## config.mk

```make
export PLATFORM = sky130hd
export DESIGN_NAME = clk_divider_prog
export DESIGN_NICKNAME = d
export VERILOG_FILES = /design/src/rtl/clk_div_pkg.sv /design/src/rtl/clk_div_cfg_shadow.sv /design/src/rtl/clk_divider_prog.sv
export SDC_FILE = /design/constraint.sdc
export NUM_CORES = 1
export LEC_CHECK = 0
export ABC_CLOCK_PERIOD_IN_PS = 6200
export BUFFER_PORTS_ARGS = -buffer_cell sky130_fd_sc_hd__buf_2
export CAP_MARGIN = 20
export CORE_ASPECT_RATIO = 1.1
export CORE_MARGIN = 2
export CORE_UTILIZATION = 50
export DETAILED_ROUTE_END_ITERATION = 10
export PLACE_DENSITY = 0.67
export SLEW_MARGIN = 0
export SYNTH_ARGS = -nofsm -noshare
export SYNTH_HDL_FRONTEND = slang
export SYNTH_SLANG_ARGS = --single-unit
```

## constraint.sdc

```tcl
create_clock -name clk -period 6.2 [get_ports clk]
set_input_delay 1.24 -clock clk [delete_from_list [all_inputs] [get_ports clk]]
set_output_delay 1.24 -clock clk [all_outputs]
set_load 0.02 [all_outputs]
```

## src/rtl/clk_div_pkg.sv

```systemverilog
// rtl/clk_div_pkg.sv - shared types and 48 MHz board constants for the programmable divider
package clk_div_pkg;

    typedef enum logic {
        IDLE = 1'b0,
        RUN  = 1'b1
    } div_state_e;

    localparam int unsigned CLK_HZ       = 48_000_000;
    localparam int unsigned CNT_W_DEF    = 24;
    localparam int unsigned PERIOD_500HZ = CLK_HZ / 500;
    localparam int unsigned PERIOD_1KHZ  = CLK_HZ / 1000;
    // A 1 Hz period does not fit the default width; instantiate with CNT_W >= 26 for it.
    localparam int unsigned PERIOD_1HZ   = CLK_HZ;
    localparam int unsigned MIN_PERIOD   = 2;

    function automatic int unsigned half_of(input int unsigned period);
        return period / 2;
    endfunction

endpackage

```

## src/rtl/clk_div_cfg_shadow.sv

```systemverilog
// rtl/clk_div_cfg_shadow.sv - load validation, shadow registers and boundary-synchronous apply
module clk_div_cfg_shadow
    import clk_div_pkg::*;
#(
    parameter int unsigned CNT_W        = CNT_W_DEF,
    parameter int unsigned RESET_PERIOD = PERIOD_500HZ,
    parameter int unsigned RESET_HIGH   = half_of(PERIOD_500HZ)
) (
    input  logic             clk,
    input  logic             reset,
    input  logic             load_i,
    input  logic [CNT_W-1:0] period_in_i,
    input  logic [CNT_W-1:0] high_in_i,
    input  logic             idle_i,
    input  logic             boundary_i,
    output logic [CNT_W-1:0] act_period_o,
    output logic [CNT_W-1:0] act_high_o,
    output logic             pending_o,
    output logic             cfg_err_o
);

    logic [CNT_W-1:0] sh_period_q, sh_period_d;
    logic [CNT_W-1:0] sh_high_q, sh_high_d;
    logic [CNT_W-1:0] act_period_q, act_period_d;
    logic [CNT_W-1:0] act_high_q, act_high_d;
    logic             pending_q, pending_d;
    logic             cfg_err_q, cfg_err_d;
    logic             load_ok;

    assign load_ok = load_i && (period_in_i >= CNT_W'(MIN_PERIOD));

    always_comb begin
        sh_period_d  = sh_period_q;
        sh_high_d    = sh_high_q;
        act_period_d = act_period_q;
        act_high_d   = act_high_q;
        pending_d    = pending_q;
        cfg_err_d    = cfg_err_q;

        if (load_i) begin
            cfg_err_d = !load_ok;
        end

        if (boundary_i) begin
            // A load landing on the last cycle of a period skips the shadow stage.
            if (load_ok) begin
                sh_period_d  = period_in_i;
                sh_high_d    = high_in_i;
                act_period_d = period_in_i;
                act_high_d   = high_in_i;
                pending_d    = 1'b0;
            end else if (pending_q) begin
                act_period_d = sh_period_q;
                act_high_d   = sh_high_q;
                pending_d    = 1'b0;
            end
        end else if (load_ok) begin
            sh_period_d = period_in_i;
            sh_high_d   = high_in_i;
            pending_d   = 1'b1;
        end else if (idle_i && pending_q) begin
            act_period_d = sh_period_q;
            act_high_d   = sh_high_q;
            pending_d    = 1'b0;
        end
    end

    always_ff @(posedge clk or posedge reset) begin
        if (reset) begin
            sh_period_q  <= '0;
            sh_high_q    <= '0;
            act_period_q <= CNT_W'(RESET_PERIOD);
            act_high_q   <= CNT_W'(RESET_HIGH);
            pending_q    <= 1'b0;
            cfg_err_q    <= 1'b0;
        end else begin
            sh_period_q  <= sh_period_d;
            sh_high_q    <= sh_high_d;
            act_period_q <= act_period_d;
            act_high_q   <= act_high_d;
            pending_q    <= pending_d;
            cfg_err_q    <= cfg_err_d;
        end
    end

    assign act_period_o = act_period_q;
    assign act_high_o   = act_high_q;
    assign pending_o    = pending_q;
    assign cfg_err_o    = cfg_err_q;

endmodule

```

## src/rtl/clk_divider_prog.sv

```systemverilog
// rtl/clk_divider_prog.sv - runtime-programmable glitch-free clock divider with duty control
module clk_divider_prog
    import clk_div_pkg::*;
#(
    parameter int unsigned CNT_W        = CNT_W_DEF,
    parameter int unsigned RESET_PERIOD = PERIOD_500HZ,
    parameter int unsigned RESET_HIGH   = half_of(PERIOD_500HZ)
) (
    input  logic             clk,
    input  logic             reset,
    input  logic             en,
    input  logic             load,
    input  logic [CNT_W-1:0] period_in,
    input  logic [CNT_W-1:0] high_in,
    output logic             clk_div,
    output logic             tick,
    output logic             pending,
    output logic             cfg_err
);

    div_state_e       state_q, state_d;
    logic [CNT_W-1:0] count_q, count_d;
    logic             clk_div_q, clk_div_d;
    logic             tick_q, tick_d;
    logic [CNT_W-1:0] act_period;
    logic [CNT_W-1:0] act_high;
    logic             at_end;
    logic             boundary;

    assign at_end   = (count_q == act_period - CNT_W'(1));
    assign boundary = (state_q == RUN) && at_end;

    clk_div_cfg_shadow #(
        .CNT_W       (CNT_W),
        .RESET_PERIOD(RESET_PERIOD),
        .RESET_HIGH  (RESET_HIGH)
    ) u_cfg_shadow (
        .clk         (clk),
        .reset       (reset),
        .load_i      (load),
        .period_in_i (period_in),
        .high_in_i   (high_in),
        .idle_i      (state_q == IDLE),
        .boundary_i  (boundary),
        .act_period_o(act_period),
        .act_high_o  (act_high),
        .pending_o   (pending),
        .cfg_err_o   (cfg_err)
    );

    always_comb begin
        state_d   = state_q;
        count_d   = count_q;
        clk_div_d = 1'b0;
        tick_d    = 1'b0;

        if (state_q == IDLE) begin
            count_d = '0;
            if (en) begin
                state_d = RUN;
            end
        end else if (!en) begin
            // Disabling abandons the partial period rather than finishing it.
            state_d = IDLE;
            count_d = '0;
        end else begin
            clk_div_d = (count_q < act_high);
            tick_d    = (count_q == '0);
            count_d   = at_end ? '0 : count_q + CNT_W'(1);
        end
    end

    always_ff @(posedge clk or posedge reset) begin
        if (reset) begin
            state_q   <= IDLE;
            count_q   <= '0;
            clk_div_q <= 1'b0;
            tick_q    <= 1'b0;
        end else begin
            state_q   <= state_d;
            count_q   <= count_d;
            clk_div_q <= clk_div_d;
            tick_q    <= tick_d;
        end
    end

    assign clk_div = clk_div_q;
    assign tick    = tick_q;

endmodule

```

==> run summary <==
Hold violation total from the final report - 0
Utilization after layout - 58.1%
VDD IR max - 0.000178 V
CTS tree - built
Hold buffer count at cts - 0
Multiplexer share of the synthesized area - 5.66%
CTS root buf - clkbuf_16
Max cap viols - 0
FFs w/ async S/R, synth - 100%
Hold crit path type - flop to flop
Top cell type's share of synthesized area - 37.2%
Die height - 132 µm
Initial DRC count - 351
Initial Util - 51.5%
H-Tree Depth - 4
Postcts setup bufs - 0
Ys Warns - 0
Placer congestion estimate - 0.874
Ratio of total power to cell area - 284 nW/µm²
Port bufs - 55
Final setup viols - 0
Die X-Extent - 121 µm
Compound-cell area share of the yosys netlist - 18.2%
Total grt overflow - 0
ANT nets after route - 0
Sequential-to-total area share from yosys stat - 42.1%
First-pass GRT wire length - 30.0 mm
Vias per inst - 5.74
Routed len/inst - 17.4 µm
Synth top area cells - dfrtp_1, o211ai_2, o211ai_1
Post-cts resize count - 0
Largest family of logic cells by synthesized area - compound AO/OA/AOI/OAI gates
Synth Cell Area - 7470 µm²
Post-synth EDFFs - 0
Seq cells post-synth - 125
Slew HR - 42.9%
Final Cycle Share - 66.2%
Routed WL - 17.6 mm
Worst-path maximum fanout - 29
Setup Skew - 0.00906 ns
ANT cells - 0
Largest area contributor in the netlist - dfrtp_1
Least-Margin Pin Slew - 0.857 ns
Vias in the first global route - 5,926
CTS Sinks - 125
WP data arrival - 4.44 ns
Mean Syn Cell Area - 9.65 µm²
Initial antenna violation count - 0
XOR/XNOR Fraction of Synth Area - 5.74%
Worst Hold Slack - 0.499 ns
Detail Placement HPWL - 12.4 mm
Worst-Skew Late Latency - 0.42 ns
Post-synth top flop - dfrtp_1
Layout area overhead - 12.8%
Fillers - 1,314
Final #Nets - 882
DRC viols - 0
CTS clk-pin slew, worst paths - 0.05 ns
Minimum clock period - 4.11 ns
Total power draw - 2.40 mW
Via count - 5,793
Area of the core - 14,500 µm²
Total track usage - 23.6%
Crit path capture type - flop
Syn Nets - 852
Synth unique cells - 59
Fmax - 0.244 GHz
Status - finished clean
Post-synthesis simple-gate area fraction - 16.5%
Initial DRT Pass Iterations - 5
Total CTS buffers - 17
Pin count of the biggest net entering global routing - 69
Mapped Cells - 774
Max-slew violations - 0
Adder-cell share of the synthesized area - 4.35%
Critical path start-end classification - flop to flop
Rows - 46
Top Ports - 56
Setup Total Neg Slack - 0 ns
Die area - 15,900 µm²
Startpoint Class - flop
Leakage power - 3.85 nW
Layout cell share with drive strength beyond 1 - 20.2%
CP required - 6.53 ns
RSZ-0062 raised after global routing - no
Clock Tree Buf Depth - 2
## layout by cell type, fill, tap and decap left out, drive strengths merged, types with 3 or more instances in the layout
master	count
or2	6
or4	6
nor2	42
nand2b	5
nor3	15
nor2b	4
clkbuf	26
a21o	12
dfstp	14
xnor2	28
ha	26
a2111oi	3
or3	7
nand2	80
nand3	17
a21oi	11
o21ai	13
xor2	21
inv	80
and3	4
nand4	17
nor4	18
and2	9
o211ai	101
buf	62
dfrtp	111
mux2i	40
or3b	3
## sequential cells by signal, indices dropped and copies added (netlist names)
| signal | cells |
|---|---|
| u_cfg_shadow.sh_high_q | 24 |
| u_cfg_shadow.act_high_o | 24 |
| count_q | 24 |
| u_cfg_shadow.act_period_o | 24 |
| u_cfg_shadow.pending_o | 1 |
| state_q | 1 |
| u_cfg_shadow.sh_period_q | 24 |
| clk_div | 1 |
| u_cfg_shadow.cfg_err_o | 1 |
| tick | 1 |
## final cells by class
cell class                      count  area (µm²)  area share, %
Clock buffer                       26         489           5.80
Inverter                           80         303           3.59
Tap cell                          192         240           2.85
Sequential cell                   125        3150           37.3
Clock inverter                      6        85.1           1.01
Timing Repair Buffer               62         365           4.33
Multi-Input combinational cell    518        3800           45.1
## cells by family (layout without fill, tap and decap cells)
family	after synthesis	in the layout
fa+ha+maj	26	26
xor+xnor	49	49
compound gates	159	159
simple gates	242	242
mux	42	42
buf+inv	131	174
flops	125	125
## synth_stat cells (3+ instances only)
| master | n |
|---|---|
| a2111oi_0 | 3 |
| a21o_1 | 12 |
| a21oi_1 | 11 |
| and2_1 | 9 |
| and3_1 | 4 |
| buf_2 | 9 |
| buf_6 | 6 |
| clkbuf_1 | 34 |
| dfrtp_1 | 111 |
| dfstp_2 | 14 |
| ha_1 | 26 |
| inv_1 | 80 |
| mux2i_1 | 40 |
| nand2_1 | 80 |
| nand2b_1 | 5 |
| nand3_1 | 17 |
| nand4_1 | 17 |
| nor2_1 | 42 |
| nor2b_1 | 4 |
| nor3_1 | 15 |
| nor4_1 | 16 |
| o211ai_1 | 61 |
| o211ai_2 | 40 |
| o21ai_0 | 11 |
| or2_2 | 5 |
| or3_1 | 7 |
| or4_1 | 4 |
| xnor2_1 | 28 |
| xor2_1 | 21 |
## stage by stage
stage          cells  worst slack, ns  instance area, µm²
2_1_floorplan    774             1.66                7470
3_3_place_gp     974             1.99                7790
3_5_place_dp     974             2.02                7790
4_1_cts         1006             2.05                8370
5_1_grt         1009             1.88                8430
6_report        1009             2.09                8430
## final timing paths
path                            slack [ns]  cells past startpoint                          from                           to
worst max register to register        2.09                     11  u_cfg_shadow.act_period_o[0]   u_cfg_shadow.act_high_o[7]
min in group asynchronous             0.94                      2                         reset   u_cfg_shadow.sh_high_q[23]
max in group asynchronous             3.93                      3                         reset                   count_q[6]
worst min-delay path                  0.50                      2    u_cfg_shadow.sh_high_q[10]  u_cfg_shadow.act_high_o[10]
worst max-delay path                  2.09                     11  u_cfg_shadow.act_period_o[0]   u_cfg_shadow.act_high_o[7]
worst min register to register        0.50                      2    u_cfg_shadow.sh_high_q[10]  u_cfg_shadow.act_high_o[10]
## critical path, cell delays in order (launching register included)
cell and delay, ns:
dfrtp_1 0.46, inv_1 0.09, ha_1 0.26, nor3b_1 0.65, nand4_1 0.35, or3_1 0.42
a32o_1 0.25, a31o_2 0.22, or3b_2 0.58, buf_4 0.45, o211ai_1 0.14, o211ai_1 0.11
## per-layer routing
| layer | wire [µm] | global-route usage [%] | up-vias |
|---|---|---|---|
| met4 | 508 | 10.7 | 0 |
| li1 | - | - | 2806 |
| met1 | 7790 | 30.7 | 2824 |
| met2 | 8600 | 38.3 | 131 |
| met5 | 0 | 0 | - |
| met3 | 686 | 4.33 | 32 |
## power by group
part           internal, mW  total (mW)  switching [mW]
combinational         0.180       0.417           0.237
clock                 0.622       0.976           0.354
sequential            0.914        1.01          0.0915
total                  1.72        2.40           0.682
(Power assumes the default switching activity.)
